[config.mk]
export PLATFORM = sky130hd
export DESIGN_NAME = sar_logic
export DESIGN_NICKNAME = d
export VERILOG_FILES = /design/src/rtl/sar_pkg.sv /design/src/rtl/sar_cnt.sv /design/src/rtl/sar_logic.sv
export SDC_FILE = /design/constraint.sdc
export NUM_CORES = 1
export LEC_CHECK = 0
export CORE_MARGIN = 10
export CORE_UTILIZATION = 52
export DETAILED_ROUTE_END_ITERATION = 8
export PLACE_DENSITY = 0.79
export SYNTH_ARGS = -nofsm -noshare
export SYNTH_HDL_FRONTEND = slang
export SYNTH_SLANG_ARGS = --single-unit
[constraint.sdc]
create_clock -name clk -period 2.9 [get_ports clk]
set_clock_uncertainty 0.2 [all_clocks]
set_input_delay 0.58 -clock clk [delete_from_list [all_inputs] [get_ports clk]]
set_output_delay 0.58 -clock clk [all_outputs]
set_load 0.05 [all_outputs]
[src/rtl/sar_pkg.sv]
// Shared types and constants for the SAR conversion logic.
// Optional macro SAR_SETTLE_EN adds the SETTLE state.
package sar_pkg;

  typedef enum logic [2:0] {
    S_IDLE,
    S_SAMPLE,
    S_TRIAL,
`ifdef SAR_SETTLE_EN
    S_SETTLE,
`endif
    S_STROBE,
    S_WAIT,
    S_DONE
  } sar_state_e;

  localparam int unsigned WAIT_TIMEOUT = 16;
  localparam int unsigned TMO_W        = $clog2(WAIT_TIMEOUT);
  localparam int unsigned SETTLE_W     = 4;

endpackage

[src/rtl/sar_cnt.sv]
// Loadable down-counter with a zero flag; stops at zero.
module sar_cnt #(
  parameter int unsigned W = 4
) (
  input  logic         clk,
  input  logic         rst,
  input  logic         load,
  input  logic [W-1:0] load_val,
  input  logic         dec,
  output logic         zero
);

  logic [W-1:0] cnt_q, cnt_d;

  always_comb begin
    cnt_d = cnt_q;
    if (load)
      cnt_d = load_val;
    else if (dec && (cnt_q != '0))
      cnt_d = cnt_q - W'(1);
  end

  always_ff @(posedge clk or posedge rst) begin
    if (rst) cnt_q <= '0;
    else     cnt_q <= cnt_d;
  end

  assign zero = (cnt_q == '0);

endmodule

[src/rtl/sar_logic.sv]
// SAR conversion sequencer: sample, per-bit trial/strobe/wait, result capture.
// Macro SAR_SETTLE_EN adds the settle_cycles port and SETTLE state.
module sar_logic
  import sar_pkg::*;
#(
  parameter int unsigned Ndac  = 16,
  parameter int unsigned Nsamp = 2
) (
  input  logic                clk,
  input  logic                rst,
  input  logic                start,
  input  logic                comp_out,
  input  logic                comp_valid,
`ifdef SAR_SETTLE_EN
  input  logic [SETTLE_W-1:0] settle_cycles,
`endif
  output logic                sample,
  output logic [Ndac-1:0]     dac_state,
  output logic                comp_strobe,
  output logic                busy,
  output logic                done,
  output logic [Ndac-1:0]     dout,
  output logic                timeout
);

  localparam int unsigned BIT_W  = (Ndac > 1)  ? $clog2(Ndac)  : 1;
  localparam int unsigned SAMP_W = (Nsamp > 1) ? $clog2(Nsamp) : 1;

  sar_state_e        state_q, state_d;
  logic [BIT_W-1:0]  bit_q, bit_d;
  logic [Ndac-1:0]   dac_q, dac_d, dout_q, dout_d;
  logic              sample_q, sample_d, strobe_q, strobe_d;
  logic              busy_q, busy_d, done_q, done_d, timeout_q, timeout_d;
  logic              samp_load, samp_dec, samp_zero;
  logic              tmo_load, tmo_dec, tmo_zero;

  sar_cnt #(.W(SAMP_W)) u_samp_cnt (
    .clk(clk), .rst(rst), .load(samp_load), .load_val(SAMP_W'(Nsamp - 1)),
    .dec(samp_dec), .zero(samp_zero)
  );

  sar_cnt #(.W(TMO_W)) u_tmo_cnt (
    .clk(clk), .rst(rst), .load(tmo_load), .load_val(TMO_W'(WAIT_TIMEOUT - 1)),
    .dec(tmo_dec), .zero(tmo_zero)
  );

`ifdef SAR_SETTLE_EN
  logic set_load, set_dec, set_zero;

  sar_cnt #(.W(SETTLE_W)) u_set_cnt (
    .clk(clk), .rst(rst), .load(set_load), .load_val(settle_cycles - SETTLE_W'(1)),
    .dec(set_dec), .zero(set_zero)
  );
`endif

  always_comb begin
    state_d   = state_q;
    bit_d     = bit_q;
    dac_d     = dac_q;
    dout_d    = dout_q;
    timeout_d = timeout_q;
    done_d    = 1'b0;
    samp_load = 1'b0;
    samp_dec  = 1'b0;
    tmo_load  = 1'b0;
    tmo_dec   = 1'b0;
`ifdef SAR_SETTLE_EN
    set_load  = 1'b0;
    set_dec   = 1'b0;
`endif
    case (state_q)
      S_IDLE: begin
        if (start) begin
          state_d   = S_SAMPLE;
          dac_d     = '0;
          bit_d     = BIT_W'(Ndac - 1);
          timeout_d = 1'b0;
          samp_load = 1'b1;
        end
      end
      S_SAMPLE: begin
        if (samp_zero) state_d = S_TRIAL;
        else           samp_dec = 1'b1;
      end
      S_TRIAL: begin
        dac_d[bit_q] = 1'b1;
        state_d      = S_STROBE;
`ifdef SAR_SETTLE_EN
        if (settle_cycles != '0) begin
          state_d  = S_SETTLE;
          set_load = 1'b1;
        end
`endif
      end
`ifdef SAR_SETTLE_EN
      S_SETTLE: begin
        if (set_zero) state_d = S_STROBE;
        else          set_dec = 1'b1;
      end
`endif
      S_STROBE: begin
        state_d  = S_WAIT;
        tmo_load = 1'b1;
      end
      S_WAIT: begin
        // A real decision wins over a timeout expiring in the same cycle.
        if (comp_valid || tmo_zero) begin
          dac_d[bit_q] = comp_valid & comp_out;
          if (!comp_valid) timeout_d = 1'b1;
          if (bit_q == '0) begin
            state_d = S_DONE;
          end else begin
            bit_d   = bit_q - BIT_W'(1);
            state_d = S_TRIAL;
          end
        end else begin
          tmo_dec = 1'b1;
        end
      end
      S_DONE: begin
        dout_d  = dac_q;
        done_d  = 1'b1;
        state_d = S_IDLE;
      end
      default: state_d = S_IDLE;
    endcase

    // Status outputs are registered from the next state so they align with it.
    sample_d = (state_d == S_SAMPLE);
    strobe_d = (state_d == S_STROBE);
    busy_d   = (state_d != S_IDLE);
  end

  always_ff @(posedge clk or posedge rst) begin
    if (rst) begin
      state_q   <= S_IDLE;
      bit_q     <= '0;
      dac_q     <= '0;
      dout_q    <= '0;
      sample_q  <= 1'b0;
      strobe_q  <= 1'b0;
      busy_q    <= 1'b0;
      done_q    <= 1'b0;
      timeout_q <= 1'b0;
    end else begin
      state_q   <= state_d;
      bit_q     <= bit_d;
      dac_q     <= dac_d;
      dout_q    <= dout_d;
      sample_q  <= sample_d;
      strobe_q  <= strobe_d;
      busy_q    <= busy_d;
      done_q    <= done_d;
      timeout_q <= timeout_d;
    end
  end

  assign sample      = sample_q;
  assign dac_state   = dac_q;
  assign comp_strobe = strobe_q;
  assign busy        = busy_q;
  assign done        = done_q;
  assign dout        = dout_q;
  assign timeout     = timeout_q;

endmodule

# Word-level counts from Yosys, hierarchy flattened
# Index checks and enable logic that the tools add are counted.
word_totals:
  reg_bits: 49
  latchBits: 0
  ramBits: 0
  rom_bits: 0
  inputBits: 5
  out_inout_bits: 37
  mem_count: 0
classes:
  add_sub_neg: 3
  mul: 0
  n_div: 0
  magnitude_cmp: 2
  n_eq_ne: 11
  shift: 0
  mux: 31
  n_bitwise: 2
  n_reduce_logical: 16
op_table:
  columns: ["op", "n"]
  rows:
  - ["$pmux W16 S3", 1]
  - ["$mux W16", 2]
  - ["$mux W4", 5]
  - ["$bwmux W16", 1]
  - ["$or A16 B16 Y16", 1]
  - ["$pmux W3 S5", 1]
  - ["$mux W1", 14]
  - ["$mux W3", 4]
  - ["$eq A3 B2 Y1 const B", 3]
  - ["$logic_not A4 Y1", 2]
  - ["$ne A2 B2 Y1 const B", 4]
  - ["$pmux W4 S2", 1]
  - ["$reduce_and A4 Y1", 2]
  - ["$sub A4 B1 Y4 const B", 2]
  - ["$eq A3 B1 Y1 const B", 2]
  - ["$eq A3 B3 Y1 const B", 2]
  - ["$reduce_bool A2 Y1", 3]
  - ["$reduce_bool A3 Y1", 2]
  - ["$lt A4 B5 Y1 const B", 1]
  - ["$demux W1 S4", 1]
  - ["$ge A4 B1 Y1 const B", 1]
  - ["$reduce_bool A4 Y1", 1]
  - ["$logic_and A1 B1 Y1", 3]
  - ["$logic_not A3 Y1", 1]
  - ["other kinds (5)", 5]

# Longest topological paths before layout
logic_depth:
  depth_word: 7
  depth_mapped: 7
  ltp_nobuf: 6

# Modules after synthesis
# Synthesis repeated with hierarchy kept, for this count alone.
unflattened:
  hier_cells: 235
  area_unflattened_um2: 2402.3
by_module_without_submodules:
  columns: ["mod", "n_inst", "cells_per_inst", "area_each_um2"]
  rows:
  - ["sar_logic", 1, 202, 2092.0]
  - ["sar_cnt at u_tmo_cnt", 1, 28, 261.5]
  - ["sar_cnt at u_samp_cnt", 1, 5, 48.8]

# Worst setup path after synthesis
# No wires, ideal clock.
synth_path:
  kind: "register to register"
  from: "register u_tmo_cnt.cnt_q[0]"
  to: "register bit_q[2]"
  setup_ps: 69
  arrival_time_ps: 1873
  required_ps: 2631
  slack_ps: 759
  path_stages_with_launch: 8
  synth_period_minus_slack_ps: 2141
  cell_sequence: "dfrtp_1 > inv_1 > ha_1 > or3b_4 > and3_4 > buf_6 > or4_1 > nand3_1"
synth_between:
  elab_chain_len: 4
synth_lines:
  columns: ["element", "line", "rtl"]
  rows:
  - ["start: declaration", "sar_cnt.sv:13", "logic [W-1:0] cnt_q, cnt_d;"]
  - ["start signal: assignment", "sar_cnt.sv:25", "else cnt_q <= cnt_d;"]
  - ["$logic_not A4 Y1", "sar_cnt.sv:28", "assign zero = (cnt_q == '0);"]
  - ["$logic_or A1 B1 Y1", "sar_logic.sv:107", "if (comp_valid || tmo_zero) begin"]
  - ["$ne A2 B2 Y1 (no source line)", null, null]
  - ["$reduce_and A4 Y1 (no source line)", null, null]
  - ["end signal: assignment", "sar_logic.sv:147", "bit_q <= bit_d;"]
  - ["end: declaration", "sar_logic.sv:30", "logic [BIT_W-1:0] bit_q, bit_d;"]
# Every way passes these cells.
# A chain may end at the register's enable or synchronous reset.

# Worst setup path after layout
layout_path:
  from: "register u_tmo_cnt.cnt_q[0]"
  to: "register bit_q[0]"
# Same word-level chain as after synthesis.

==> results.json <==
{
  "peakVddDrop_mv": 0.442,
  "numPortBuffers": 41,
  "cts.clk_slew.worst_paths_ns": 0.09,
  "synth.net_count": 257,
  "post_cts_buffers": 0,
  "syn-cell-area_um2": 2370,
  "critPathArrivalTime_ns": 2.38,
  "r2r_cells": 6,
  "slew_headroom": 0.596,
  "via_count": 1909,
  "critPathKind": "register to register",
  "p_int_mw": 1.46,
  "ios": 42,
  "yosysTopAreaCell": "dfrtp_1",
  "finalWirelength_mm": 5.40,
  "synthFlopType": "dfrtp_1",
  "p_switching_mw": 0.968,
  "setup_violations": 0,
  "nNetsFinal": 296,
  "path_max_fanout": 5,
  "drive_gt1_frac": 0.133,
  "avgSynthCellArea_um2": 9.62,
  "antenna_found_initial": 0,
  "p_sw_frac": 0.398,
  "cap_viol_max_count": 0,
  "whs_path_depth": 2,
  "worst_pin_slew_ns": 0.606,
  "place.gp.congestion": 0.849,
  "netlist_top_cells_area": "dfrtp_1, nand2_1, o221a_2",
  "crit_path_end_kind": "register",
  "numCtsBuffers": 5,
  "yosysMostFrequentCell": "nand2_1",
  "htree_levels": 2,
  "synthDistinctLibCells": 40,
  "multi_input_area_um2": 1040,
  "start_util": 0.540,
  "synth_seq_cells": 49,
  "grt_pass1_wl_mm": 9.34,
  "synth_common_cells": "nand2_1, dfrtp_1, nor3_1, o221a_2, inv_1",
  "ys_warn_count": 0,
  "ys_seq_area_frac": 0.518,
  "die_h_um": 87.5,
  "rsz0062_at_grt": "false",
  "period_needed_ns": 2.39,
  "fp.dieArea_um2": 7650,
  "power_density_nw_per_um2": 827,
  "p_leak_nw": 1.31,
  "min_period_over_period": 0.826,
  "setup_tns_ns": 0,
  "coreArea_um2": 4380,
  "clock_sinks": 49,
  "area_delta_synth_final_pct": 24.4,
  "num_antenna_cells": 0,
  "fillers": 373,
  "fp-row-count": 24,
  "hold_buffers": 0,
  "hold_viol_final": 0,
  "clockBufferDepth": 2,
  "grt_pass1_vias": 1846,
  "p_clk_frac": 0.233,
  "wire_per_inst_um": 16.0,
  "hold-worst-slack_ns": 0.279,
  "cts-root-buf": "clkbuf_8",
  "firstDrtPassIters": 5,
  "clk_latency_ns": 0.30,
  "cts_tree": "yes",
  "maxSlewViolCount": 0,
  "pwr-share-seq": 0.389,
  "ant_nets": 0,
  "synthCells": 246,
  "synth_top_area_share": 0.518,
  "fmaxAchievable_mhz": 418,
  "vias_per_cell": 5.65,
  "async_flop_share": 1.00,
  "min_path_type": "register to register",
  "regArea_um2": 1230,
  "combinationalPowerShare": 0.378,
  "worstSetupStartpointType": "register",
  "crit_required_ns": 2.89,
  "drt_iter0_drc": 103,
  "status": "completed",
  "grt_overflow": 0,
  "drc": 0,
  "grt_max_degree": 50,
  "hpwlAfterDp_mm": 3.92,
  "grt_usage": 0.148,
  "synth_edf_count": 0,
  "die_w_um": 87.5,
  "cts_resized": 0
}
[per-layer routing]
metal	share of wire	GRT usage
met1	0.44	0.190
met2	0.47	0.237
met3	0.076	0.0468
met4	0.0096	0.0362
met5	0	0
[power by group through the flow]
stage	combinational [mW]	sequential (mW)	clock, mW
after floorplan	0.488	1.12	0
after global placement	0.910	0.953	0
after detailed placement	0.927	0.957	0
after CTS	0.928	0.945	0.578
after global routing	0.999	0.969	0.606
final	0.921	0.945	0.567
[metrics by stage]
step / std cells / worst slack [ns] / utilization / instance area [um2] / total power [mW]
floorplan: 246 / 0.759 / - / 2370 / 1.61
global placement: 330 / 0.264 / 0.641 / 2810 / 1.86
detailed placement: 330 / 0.233 / 0.641 / 2810 / 1.88
CTS: 338 / 0.526 / 0.671 / 2940 / 2.45
global route: 338 / 0.348 / 0.671 / 2940 / 2.57
finish: 338 / 0.506 / 0.671 / 2940 / 2.43
[logic make-up after synthesis]
| group | count (synthesis) | synth area share |
|---|---|---|
| AOI/OAI and AO/OA | 43 | 0.155 |
| adders and majority gates | 6 | 0.0317 |
| buffers and inverters | 24 | 0.0439 |
| DFF | 49 | 0.518 |
| muxes | 3 | 0.0132 |
| and+or+nand+nor | 121 | 0.238 |
[cell usage in the layout (no fill, tap or decap), types with 4 or more instances in the layout]
| cell type | Yosys | routed |
|---|---|---|
| a21oi_1 | 6 | 6 |
| buf_4 | 0 | 4 |
| clkbuf_8 | 0 | 5 |
| clkdlybuf4s50_1 | 0 | 41 |
| dfrtp_1 | 49 | 49 |
| ha_1 | 6 | 6 |
| inv_1 | 10 | 9 |
| nand2_1 | 72 | 72 |
| nand3_1 | 4 | 4 |
| nor2_1 | 7 | 7 |
| nor3_1 | 16 | 16 |
| nor4b_1 | 4 | 4 |
| o21ai_0 | 8 | 8 |
| o221a_2 | 16 | 16 |
[sequential cells by signal, summed over array words and instances (netlist names)]
| signal | cells |
|---|---|
| u_samp_cnt.cnt_q | 1 |
| state_q | 3 |
| done | 1 |
| sample | 1 |
| comp_strobe | 1 |
| u_tmo_cnt.cnt_q | 4 |
| busy | 1 |
| bit_q | 4 |
| timeout | 1 |
| dac_state | 16 |
| dout | 16 |
[critical path, stage by stage (launching register included)]
cell	delay, ns
dfrtp_1	0.42
inv_1	0.07
ha_1	0.18
nor3b_1	0.46
nor2_1	0.13
or3b_2	0.53
mux2_2	0.28
[layout make-up]
cell class / instances / area share
Inverter: 11 / 0.0140
Timing Repair Buffer: 45 / 0.150
Clock buffer: 5 / 0.0234
Sequential cell: 49 / 0.417
Multi-Input combinational cell: 173 / 0.352
Clock inverter: 3 / 0.0221
Tap cell: 52 / 0.0221
[path summary, 6_finish.rpt]
kind / startpoint / endpoint / slack [ns]
max: u_tmo_cnt.cnt_q[0] / bit_q[0] / 0.51
min: dout[1] / dout[1] / 0.28
max reg2reg: u_tmo_cnt.cnt_q[0] / bit_q[0] / 0.51
min reg2reg: dout[1] / dout[1] / 0.28
max in group asynchronous: rst / bit_q[0] / 1.54
min in group asynchronous: rst / sample / 0.54
Note: power is estimated with default switching activity, not from simulation.
